--- src/rtl/sim_test_monitor_pkg.sv ---
// Shared definitions for the simulation/self-test monitor: status encoding and
// default mailbox addresses used by the RTL, benches and debug display.
package sim_test_pkg;

  typedef enum logic [2:0] {
    RUN     = 3'd0,
    PASS    = 3'd1,
    FAIL    = 3'd2,
    TIMEOUT = 3'd3,
    HANG    = 3'd4
  } test_status_t;

  localparam logic [31:0] DEFAULT_TOHOST_ADDR  = 32'h0000_FF00;
  localparam logic [31:0] DEFAULT_CONSOLE_ADDR = 32'h0000_FF04;

endpackage

--- src/rtl/sim_test_monitor_sync_fifo.sv ---
// Synchronous FIFO with wrap-bit pointers and a registered head word, so the
// consumer sees head/valid straight from flops.
module sync_fifo #(
  parameter int unsigned WIDTH = 8,
  parameter int unsigned DEPTH = 8
) (
  input  logic             clk,
  input  logic             rst,
  input  logic             push,
  input  logic [WIDTH-1:0] push_data,
  input  logic             pop,
  output logic [WIDTH-1:0] head,
  output logic             valid,
  output logic             full
);

  localparam int unsigned AW = $clog2(DEPTH);

  if (DEPTH < 2 || (1 << AW) != DEPTH) begin : g_bad_depth
    $error("sync_fifo DEPTH must be a power of two and at least 2");
  end

  logic [WIDTH-1:0] mem [DEPTH];
  logic [AW:0]      rd_ptr;
  logic [AW:0]      wr_ptr;
  logic [AW:0]      rd_next;
  logic [AW:0]      wr_next;
  logic             do_push;
  logic             do_pop;

  // Handshake qualification and next pointers; a pop frees room for a same-cycle push.
  always_comb begin
    full    = (rd_ptr[AW-1:0] == wr_ptr[AW-1:0]) && (rd_ptr[AW] != wr_ptr[AW]);
    do_pop  = pop && valid;
    do_push = push && (!full || do_pop);
    rd_next = rd_ptr + {{AW{1'b0}}, do_pop};
    wr_next = wr_ptr + {{AW{1'b0}}, do_push};
  end

  // Pointer, valid and head registers; head bypasses the array when the new head is being written.
  always_ff @(posedge clk) begin
    if (rst) begin
      rd_ptr <= '0;
      wr_ptr <= '0;
      valid  <= 1'b0;
      head   <= '0;
    end else begin
      rd_ptr <= rd_next;
      wr_ptr <= wr_next;
      valid  <= (rd_next != wr_next);
      if (do_push && (wr_ptr[AW-1:0] == rd_next[AW-1:0])) begin
        head <= push_data;
      end else begin
        head <= mem[rd_next[AW-1:0]];
      end
    end
  end

  // Storage array write port.
  always_ff @(posedge clk) begin
    if (do_push) begin
      mem[wr_ptr[AW-1:0]] <= push_data;
    end
  end

endmodule

--- src/rtl/sim_test_monitor.sv ---
// Passive end-of-test monitor on the core's memory buses: tohost pass/fail,
// cycle timeout, PC-stall hang detection and a buffered console byte stream.
module sim_test_monitor
  import sim_test_pkg::*;
#(
  parameter logic [31:0] TOHOST_ADDR  = DEFAULT_TOHOST_ADDR,
  parameter logic [31:0] CONSOLE_ADDR = DEFAULT_CONSOLE_ADDR,
  parameter int unsigned MAX_CYCLES   = 1000,
  parameter int unsigned STALL_LIMIT  = 16,
  parameter int unsigned CYCLE_WIDTH  = 32,
  parameter int unsigned FIFO_DEPTH   = 8
) (
  input  logic                   clk_in,
  input  logic                   rst_in,
  input  logic [31:0]            imem_addr_in,
  input  logic [31:0]            dmem_addr_in,
  input  logic [31:0]            dmem_data_in,
  input  logic [3:0]             dmem_write_enable_in,
  output logic                   done_out,
  output logic                   pass_out,
  output logic [2:0]             status_out,
  output logic [30:0]            fail_code_out,
  output logic [CYCLE_WIDTH-1:0] cycle_count_out,
  output logic [7:0]             char_data_out,
  output logic                   char_valid_out,
  input  logic                   char_ready_in,
  output logic                   overflow_out
);

  if (TOHOST_ADDR[31:2] == CONSOLE_ADDR[31:2]) begin : g_addr_clash
    $error("TOHOST_ADDR and CONSOLE_ADDR must be distinct words");
  end

  test_status_t state;
  test_status_t state_next;
  logic [30:0]  fail_next;
  logic [31:0]  prev_imem;
  logic         prev_valid;
  logic [31:0]  stall_count;
  logic [31:0]  stall_next;
  logic         same_pc;
  logic         tohost_hit;
  logic         timeout_hit;
  logic         hang_hit;
  logic         con_push;
  logic         con_pop;
  logic         fifo_full;
  logic         addr_lsb_unused;

  assign addr_lsb_unused = ^dmem_addr_in[1:0];

  // Trigger detection and terminal-state selection; tohost beats timeout beats hang.
  always_comb begin
    tohost_hit  = (dmem_addr_in[31:2] == TOHOST_ADDR[31:2]) && (dmem_write_enable_in == 4'b1111);
    same_pc     = prev_valid && (imem_addr_in == prev_imem);
    if (same_pc) begin
      stall_next = (stall_count != 32'hFFFF_FFFF) ? stall_count + 32'd1 : stall_count;
    end else begin
      stall_next = 32'd0;
    end
    timeout_hit = (MAX_CYCLES != 0) && (cycle_count_out == CYCLE_WIDTH'(MAX_CYCLES - 1));
    hang_hit    = (STALL_LIMIT != 0) && same_pc && (stall_next >= STALL_LIMIT - 1);
    con_push    = (state == RUN) && (dmem_addr_in[31:2] == CONSOLE_ADDR[31:2]) &&
                  dmem_write_enable_in[0];
    con_pop     = char_valid_out && char_ready_in;
    state_next  = state;
    fail_next   = fail_code_out;
    case (state)
      RUN: begin
        if (tohost_hit && (dmem_data_in == 32'd1)) begin
          state_next = PASS;
        end else if (tohost_hit && dmem_data_in[0]) begin
          state_next = FAIL;
          fail_next  = dmem_data_in[31:1];
        end else if (timeout_hit) begin
          state_next = TIMEOUT;
        end else if (hang_hit) begin
          state_next = HANG;
        end else begin
          state_next = RUN;
        end
      end
      default: state_next = state;
    endcase
  end

  // State, status outputs, cycle/stall counters and overflow flag.
  always_ff @(posedge clk_in) begin
    if (rst_in) begin
      state           <= RUN;
      done_out        <= 1'b0;
      pass_out        <= 1'b0;
      status_out      <= RUN;
      fail_code_out   <= 31'd0;
      cycle_count_out <= '0;
      stall_count     <= 32'd0;
      prev_imem       <= 32'd0;
      prev_valid      <= 1'b0;
      overflow_out    <= 1'b0;
    end else begin
      state         <= state_next;
      done_out      <= (state_next != RUN);
      pass_out      <= (state_next == PASS);
      status_out    <= state_next;
      fail_code_out <= fail_next;
      if ((state == RUN) && (cycle_count_out != {CYCLE_WIDTH{1'b1}})) begin
        cycle_count_out <= cycle_count_out + {{(CYCLE_WIDTH-1){1'b0}}, 1'b1};
      end
      stall_count <= stall_next;
      prev_imem   <= imem_addr_in;
      prev_valid  <= 1'b1;
      if (con_push && fifo_full && !con_pop) begin
        overflow_out <= 1'b1;
      end
    end
  end

  sync_fifo #(
    .WIDTH(8),
    .DEPTH(FIFO_DEPTH)
  ) u_console_fifo (
    .clk      (clk_in),
    .rst      (rst_in),
    .push     (con_push),
    .push_data(dmem_data_in[7:0]),
    .pop      (con_pop),
    .head     (char_data_out),
    .valid    (char_valid_out),
    .full     (fifo_full)
  );

endmodule

--- config.mk ---
export PLATFORM = sky130hd
export DESIGN_NAME = sim_test_monitor
export DESIGN_NICKNAME = d
export VERILOG_FILES = /design/src/rtl/sim_test_monitor_pkg.sv /design/src/rtl/sim_test_monitor_sync_fifo.sv /design/src/rtl/sim_test_monitor.sv
export SDC_FILE = /design/constraint.sdc
export NUM_CORES = 1
export LEC_CHECK = 0
export CAP_MARGIN = 20
export CORE_MARGIN = 5
export CORE_UTILIZATION = 58
export CTS_BUF_LIST = sky130_fd_sc_hd__clkbuf_2 sky130_fd_sc_hd__clkbuf_4 sky130_fd_sc_hd__clkbuf_8
export CTS_CLUSTER_SIZE = 40
export DETAILED_ROUTE_END_ITERATION = 10
export GPL_TIMING_DRIVEN = 0
export MAX_ROUTING_LAYER = met4
export PLACE_DENSITY = 0.89
export SLEW_MARGIN = 25
export SYNTH_ARGS = -nofsm -noshare
export SYNTH_HDL_FRONTEND = slang
export SYNTH_SLANG_ARGS = --single-unit
--- constraint.sdc ---
create_clock -name clk_in -period 6.3 [get_ports clk_in]
set_input_delay 0.63 -clock clk_in [delete_from_list [all_inputs] [get_ports clk_in]]
set_output_delay 0.63 -clock clk_in [all_outputs]
set_load 0.03 [all_outputs]
==> flow_summary.yaml, run 1 <==
cells_and_area:
  nets: 1259
  finalCoreUtilization: 0.774
  layout_common_cells: "177 x sky130_fd_sc_hd__clkdlybuf4s50_1, 151 x sky130_fd_sc_hd__dfxtp_1, 107 x sky130_fd_sc_hd__nor2_1, 104 x sky130_fd_sc_hd__nand2_1, 71 x sky130_fd_sc_hd__xnor2_1"
  layout.cells.most_common: "sky130_fd_sc_hd__clkdlybuf4s50_1"
  multiInputGateArea_mm2: 0.00432
  n_antenna_cell: 0
  fraction_of_layout_cells_with_a_size_suffix_above_1: 0.101
  fillers: 1073
  area.sequential_mm2: 0.00494
  syn_to_final_growth_pct: 30.5
synthesis:
  async_set_or_reset_register_ratio_after_synthesis: 0
  synth_edf_count: 64
  yosys-top-cells-area: "sky130_fd_sc_hd__dfxtp_1 32%, sky130_fd_sc_hd__edfxtp_1 20%, sky130_fd_sc_hd__xnor2_1 6.6%"
  syn-mean-instance-area_um2: 10.1
  ys_dominant_reg_cell: "sky130_fd_sc_hd__dfxtp_1"
  syn_inst: 935
  synth_seq_area_share: 0.523
  synth.largest_area_cell: "sky130_fd_sc_hd__dfxtp_1"
  synth_cell_types: 54
  syn-num-nets: 1044
  post-synth-top-area-fraction: 0.320
  ffs_latches_synth: 215
  synth_area_mm2: 0.00945
  ys_warn_count: 0
timing:
  worst_slew_pin_slew_ns: 0.904
  fin_setup_tns_ns: 0
  final-max-slew-violation-count: 0
  unrepaired_setup_endpoints_after_global_routing: "false"
  final_hold_viol_count: 0
  setup_viol_count_final: 0
  layout_min_cycle_time_ns: 3.49
  max-slew-margin-rel: 0.392
  max_freq_mhz: 287
  final.setup_skew_ns: 0.0294
  fin_hold_ws_ns: 0.448
  finalCritPeriodShare: 0.554
route:
  detail-route-antenna-nets: 0
  postRouteWirelength_mm: 25.1
  dr.pass1.iters: 5
  drt-wirelength-per-cell_um: 18.0
  vias: 7912
  dr.first_iter.drc_count: 591
  post_route_drc_violation_count: 0
  vias_per_cell: 5.68
placed_design:
  detailedPlacementHpwl_mm: 18.3
  gpl.final_weighted_congestion: 0.936
  buffer_ports.inserted: 177
floorplanning:
  dieArea_mm2: 0.0190
  die-width_um: 138
  row_count: 46
  initial_utilization: 0.593
  floorplan.die.height_um: 138
  io-pin-count: 181
  core_region_area_mm2: 0.0159
setup_path:
  crit_path_max_fanout: 8
  timing.critical_path.max_delay_family: "simple AND/OR/NAND/NOR gates"
  type_of_element_capturing_the_critical_path: "flop"
  cp.arrival_ns: 3.63
  max_stage_delay_on_crit_path_ns: 0.73
  cp_slowest_cell: "sky130_fd_sc_hd__nor4_1"
  reg2reg_slack_ns: 3.01
  critical_path_buf_inv_count: 1
  source_of_the_worst_register_to_register_timing_path: "stall_count[0]"
  start_kind: "input pin"
  cp_data_required_time_ns: 6.44
  timing.rr.end: "pass_out"
  critical_path_class: "input pin to flop"
  rr_worst_depth: 10
  cells_traversed_along_the_worst_timing_path: "clkdlybuf4s50_1, nor4b_1, nand4_1, nor4_1, nand3_1, nor2b_1, nand2b_1, nor3_2"
clocking:
  cts_root_buffer: "sky130_fd_sc_hd__clkbuf_8"
  clockBufferDepth: 3
  tritoncts: "yes"
  cts_inserted_buffers: 36
  post_cts_buffers: 0
  worst_skew_pair.late_latency_ns: 0.54
  htree_num_levels: 2
  clock_sink_count: 215
  clk_pin_slew_ns: 0.06
  cts-hold-fix-buffers: 0
  post_cts.resized_instances: 0
pwr:
  pwr_density_cell_mw_per_mm2: 239
  cell_leakage_power_nw: 4.12
  power.total_mw: 2.94
  worst_voltage_drop_across_the_vdd_grid_uv: 222
worst_hold_path:
  hold_path_end: "fail_code_out[30]"
  hold_path_depth: 2
  hp-class: "flop to flop"
  worstHoldStart: "fail_code_out[30]"
run_status:
  run_status: "complete, no violations"
global_routing:
  grt_max_degree: 12
  grt_antenna_before_repair: 0
  groute.usage.overall: 0.274
  grt-ovfl-total: 0
  grt_pass1_vias: 7919
  global_route_wire_length_before_repair_mm: 39.6
run:
  max_cap_viol_count: 0
## cells in the mapped netlist, types with 27 or more instances
library cell and count:
sky130_fd_sc_hd__xnor2_1 71, sky130_fd_sc_hd__nand4_1 37, sky130_fd_sc_hd__xor2_1 31, sky130_fd_sc_hd__a21oi_1 40, sky130_fd_sc_hd__nand2_1 104, sky130_fd_sc_hd__dfxtp_1 151
sky130_fd_sc_hd__nand3_1 37, sky130_fd_sc_hd__nor4_1 27, sky130_fd_sc_hd__clkbuf_1 32, sky130_fd_sc_hd__nor2_1 107, sky130_fd_sc_hd__edfxtp_1 64, sky130_fd_sc_hd__nor2b_1 38
## layout make-up
cell class                 count  share of cell area
multi-input combinational    668               0.350
tap                          216              0.0219
buffer                        47              0.0158
clock inverter                 8             0.00629
clock buffer                  58              0.0601
sequential                   215               0.401
timing repair buffer         177               0.144
inverter                       5             0.00152
## state kept, by name, indices dropped and copies added, names as in the netlist, 4 cells and up
register and count:
stall_count 32, u_console_fifo.head 8, prev_imem 32, u_console_fifo.wr_ptr 4
cycle_count_out 32, u_console_fifo.mem 64, fail_code_out 31, u_console_fifo.rd_ptr 4
## power by group
group | internal [mW] | switching (mW)
sequential | 1.44 | 0.00789
clock | 0.795 | 0.561
combinational | 0.0830 | 0.0605
total | 2.32 | 0.629
## worst min-delay path: stages, from the launching register on
cell and delay [ns]:
sky130_fd_sc_hd__dfxtp_1 0.31, sky130_fd_sc_hd__nand2_1 0.05, sky130_fd_sc_hd__a21oi_1 0.05
## logic make-up (layout without fill, tap and decap cells)
kind of cell,after synthesis,in the layout,synth area share
AO/OA/AOI/OAI,84,84,0.0553
XOR/XNOR,102,102,0.0945
adder cells (fa/ha/maj),6,6,0.00794
buffers and inverters,52,295,0.0226
flip-flops,215,215,0.523
multiplexers,35,35,0.0594
AND/OR/NAND/NOR,441,441,0.237
## per-layer routing
| layer | wire [um] | share of wire | track usage |
|---|---|---|---|
| met1 | 9580 | 0.38 | 0.308 |
| met2 | 12900 | 0.51 | 0.483 |
| met3 | 1850 | 0.074 | 0.0588 |
| met4 | 802 | 0.032 | 0.0953 |
| met5 | 0 | 0 | - |
## worst max path at each step
stage	startpoint	cells past startpoint	end
6_report	dmem_addr_in[24]	8	u_console_fifo.mem[0][3]
3_5_place_dp	char_ready_in	9	u_console_fifo.head[7]
5_1_grt	char_ready_in	9	u_console_fifo.head[3]
3_3_place_gp	dmem_addr_in[24]	8	u_console_fifo.mem[0][5]
4_1_cts	char_ready_in	9	u_console_fifo.head[7]
2_1_floorplan	char_ready_in	8	u_console_fifo.head[0]
## stage by stage
stage | setup slack (ns) | cells | cell area [um2]
after floorplan | 3.16 | 935 | 9450
after detailed placement | 2.24 | 1328 | 11500
after global placement | 1.89 | 1328 | 11500
final | 2.81 | 1394 | 12300
after CTS | 2.82 | 1394 | 12300
after global routing | 2.58 | 1394 | 12300
Power figures use the tool's default switching activity.
==> run 2, diff against run 1 <==
--- a/config.mk
+++ b/config.mk
@@ -7,13 +7,13 @@
 export LEC_CHECK = 0
 export CAP_MARGIN = 20
 export CORE_MARGIN = 5
-export CORE_UTILIZATION = 58
+export CORE_UTILIZATION = 49
 export CTS_BUF_LIST = sky130_fd_sc_hd__clkbuf_2 sky130_fd_sc_hd__clkbuf_4 sky130_fd_sc_hd__clkbuf_8
 export CTS_CLUSTER_SIZE = 40
 export DETAILED_ROUTE_END_ITERATION = 10
 export GPL_TIMING_DRIVEN = 0
 export MAX_ROUTING_LAYER = met4
-export PLACE_DENSITY = 0.89
+export PLACE_DENSITY = 0.8
 export SLEW_MARGIN = 25
 export SYNTH_ARGS = -nofsm -noshare
 export SYNTH_HDL_FRONTEND = slang
==> constraint.sdc (replaced) <==
create_clock -name clk_in -period 2.83 [get_ports clk_in]
set_input_delay 0.283 -clock clk_in [delete_from_list [all_inputs] [get_ports clk_in]]
set_output_delay 0.283 -clock clk_in [all_outputs]
set_load 0.03 [all_outputs]
==> run 2 against run 1 <==
Compared with the run above: the flow now finishes with violations (setup timing); sequential power rose by 120%; total power rose by 120%; clock power rose by 110%; clock-buffer cell count did not move; register-to-register slack got worse by 3.0 ns; first-iteration DRC count rose by 32%; cell count rose by 3.9%; design area rose by 3.3%; wire length rose by 1.2%; critical path depth rose by 1; non-clock buffer count rose by 13; highest routed layer unchanged; combinational power rose by 120%.
==> flow_summary.yaml, run 2 (synthesis gave the netlist of run 1 again) <==
pwr:
  worst_voltage_drop_across_the_vdd_grid_uv: 338
  clock_power_share: 0.445
  p_comb_frac: 0.050
  pwr_density_cell_mw_per_mm2: 499
  pwr-share-seq: 0.505
  switching_share: 0.214
  p_switching_mw: 1.36
  p_int_mw: 5.00
  cell_leakage_power_nw: 4.28
timing:
  max-slew-margin-rel: 0.482
  final_hold_viol_count: 0
  final.setup_skew_ns: 0.0274
  fin_setup_tns_ns: -0.0251
  finalCritPeriodShare: 1.01
  worst_slew_pin_slew_ns: 0.771
  final-max-slew-violation-count: 0
  max_freq_mhz: 350
  layout_setup_ws_ns: -0.0251
  fin_hold_ws_ns: 0.359
  setup_viol_count_final: 1
  layout_min_cycle_time_ns: 2.86
floorplanning:
  die-width_um: 149
  core_region_area_mm2: 0.0188
  dieArea_mm2: 0.0222
  io-pin-count: 181
  initial_utilization: 0.502
  row_count: 50
  floorplan.die.height_um: 149
worst_hold_path:
  hold_path_depth: 3
  hp-class: "input pin to flop"
route:
  dr.pass1.iters: 5
  dr.first_iter.drc_count: 783
  postRouteWirelength_mm: 25.4
  post_route_drc_violation_count: 0
  met3WireLength_mm: 1.66
  drt-wirelength-per-cell_um: 17.6
  wl_met1_mm: 10.2
  wl_met2_mm: 12.6
  vias: 8043
  detail-route-antenna-nets: 0
  vias_per_cell: 5.55
  highest-signal-layer: "met4"
setup_path:
  cells_traversed_along_the_worst_timing_path: "buf_2, and4_2, nand3_2, nor4b_4, nor3_1, a2111oi_4, nand4_1, o31ai_4, and3_4"
  critical_path_class: "flop to flop"
  max_stage_delay_on_crit_path_ns: 0.44
  cp_slowest_cell: "sky130_fd_sc_hd__nor4b_4"
  crit_path_max_fanout: 10
  type_of_element_capturing_the_critical_path: "flop"
  cp_data_required_time_ns: 3.30
  cp.arrival_ns: 3.33
  start_kind: "flop"
  rr_worst_depth: 9
cells_and_area:
  syn_to_final_growth_pct: 34.8
  fillers: 1466
  final_cells: 1449
  finalCoreUtilization: 0.677
  fraction_of_layout_cells_with_a_size_suffix_above_1: 0.151
  largest_register_ffs: 64
  layout_common_cells: "177 x sky130_fd_sc_hd__clkdlybuf4s50_1, 144 x sky130_fd_sc_hd__dfxtp_1, 102 x sky130_fd_sc_hd__nand2_1, 101 x sky130_fd_sc_hd__nor2_1, 71 x sky130_fd_sc_hd__xnor2_1"
  nets: 1271
  n_antenna_cell: 0
  design_area_mm2: 0.0127
  layout.cells.most_common: "sky130_fd_sc_hd__clkdlybuf4s50_1"
global_routing:
  grt_max_degree: 12
  grt-ovfl-total: 0
  groute.usage.overall: 0.222
  global_route_wire_length_before_repair_mm: 39.1
  grt_pass1_vias: 7732
  grt_antenna_before_repair: 0
placed_design:
  detailedPlacementHpwl_mm: 17.8
  placed_cells_incl_taps: 1372
  gpl.final_weighted_congestion: 1.00
  placed_area_mm2: 0.0116
  buffer_ports.inserted: 177
clocking:
  clk_pin_slew_ns: 0.06
  cts_root_buffer: "sky130_fd_sc_hd__clkbuf_8"
  cts_inserted_buffers: 35
  clock_sink_count: 215
  tritoncts: "yes"
  htree_num_levels: 2
  clockBufferDepth: 3
  worst_skew_pair.late_latency_ns: 0.53
run_status:
  run_status: "finished, violations left"
  failing_checks: "setup timing"
run:
  max_cap_viol_count: 0
run 2: cell count changes in the layout (fill, tap and decap cells not counted), moves of 4 or more:
cell / delta
sky130_fd_sc_hd__buf_4: +21
sky130_fd_sc_hd__nand3_1: -5
sky130_fd_sc_hd__nor2_2: +6
sky130_fd_sc_hd__buf_6: +5
sky130_fd_sc_hd__buf_2: -6
sky130_fd_sc_hd__clkbuf_4: +11
sky130_fd_sc_hd__dfxtp_1: -7
sky130_fd_sc_hd__nor2_1: -6
sky130_fd_sc_hd__nor4_1: -4
sky130_fd_sc_hd__clkbuf_1: -7
sky130_fd_sc_hd__dfxtp_2: +5
sky130_fd_sc_hd__clkbuf_8: -10
run 2: layout make-up:
type	count	area (um2)	share of cell area
plain buffers	41	210	0.0165
clock buffers	58	679	0.0533
clock inverters	6	61.3	0.00481
inverters	5	18.8	0.00147
multi-input cells	668	4570	0.359
flip-flops and latches	215	4960	0.389
well taps	260	325	0.0255
repair buffers	196	1920	0.150
run 2: power groups by stage:
stage	clock network (mW)	registers (mW)	logic, mW
after floorplan	0	3.29	0.0929
after global placement	0	3.28	0.311
after detailed placement	0	3.28	0.317
after CTS	2.88	3.22	0.318
after global routing	3.03	3.21	0.340
final	2.83	3.21	0.317
run 2: routing by layer:
metal | GRT usage | vias up
li1 | - | 3806
met1 | 0.275 | 3811
met2 | 0.371 | 332
met3 | 0.0368 | 94
met4 | 0.0755 | 0
met5 | - | -
run 2: metrics by stage:
| stage | power (mW) | worst slack (ns) |
|---|---|---|
| floorplan | 3.39 | 0.0313 |
| global placement | 3.59 | -1.01 |
| detailed placement | 3.60 | -0.799 |
| CTS | 6.41 | 0.00453 |
| global route | 6.59 | -0.149 |
| finish | 6.36 | -0.0251 |
run 2: final timing paths:
path / from / to / slack [ns]
setup / recovery: stall_count[18] / pass_out / -0.03
hold / removal: dmem_data_in[27] / fail_code_out[26] / 0.36
setup reg to reg: stall_count[18] / pass_out / -0.03
hold reg to reg: fail_code_out[29] / fail_code_out[29] / 0.45
run 2: what timing repair did:
item                                   4_1_cts  5_1_grt
setup endpoints to repair                  112       79
endpoints found under the hold margin        0        0
resized for setup                           30       50
hold buffers                                 0        0
pin swaps                                    9       17
setup buffers                                9       10
run 2: worst max-delay path: cells and delay by family, from the launching register on:
kind / cells / cell delay, ns
simple gates: 6 / 1.69
compound gates: 2 / 0.59
flops: 1 / 0.32
buf+inv: 1 / 0.20
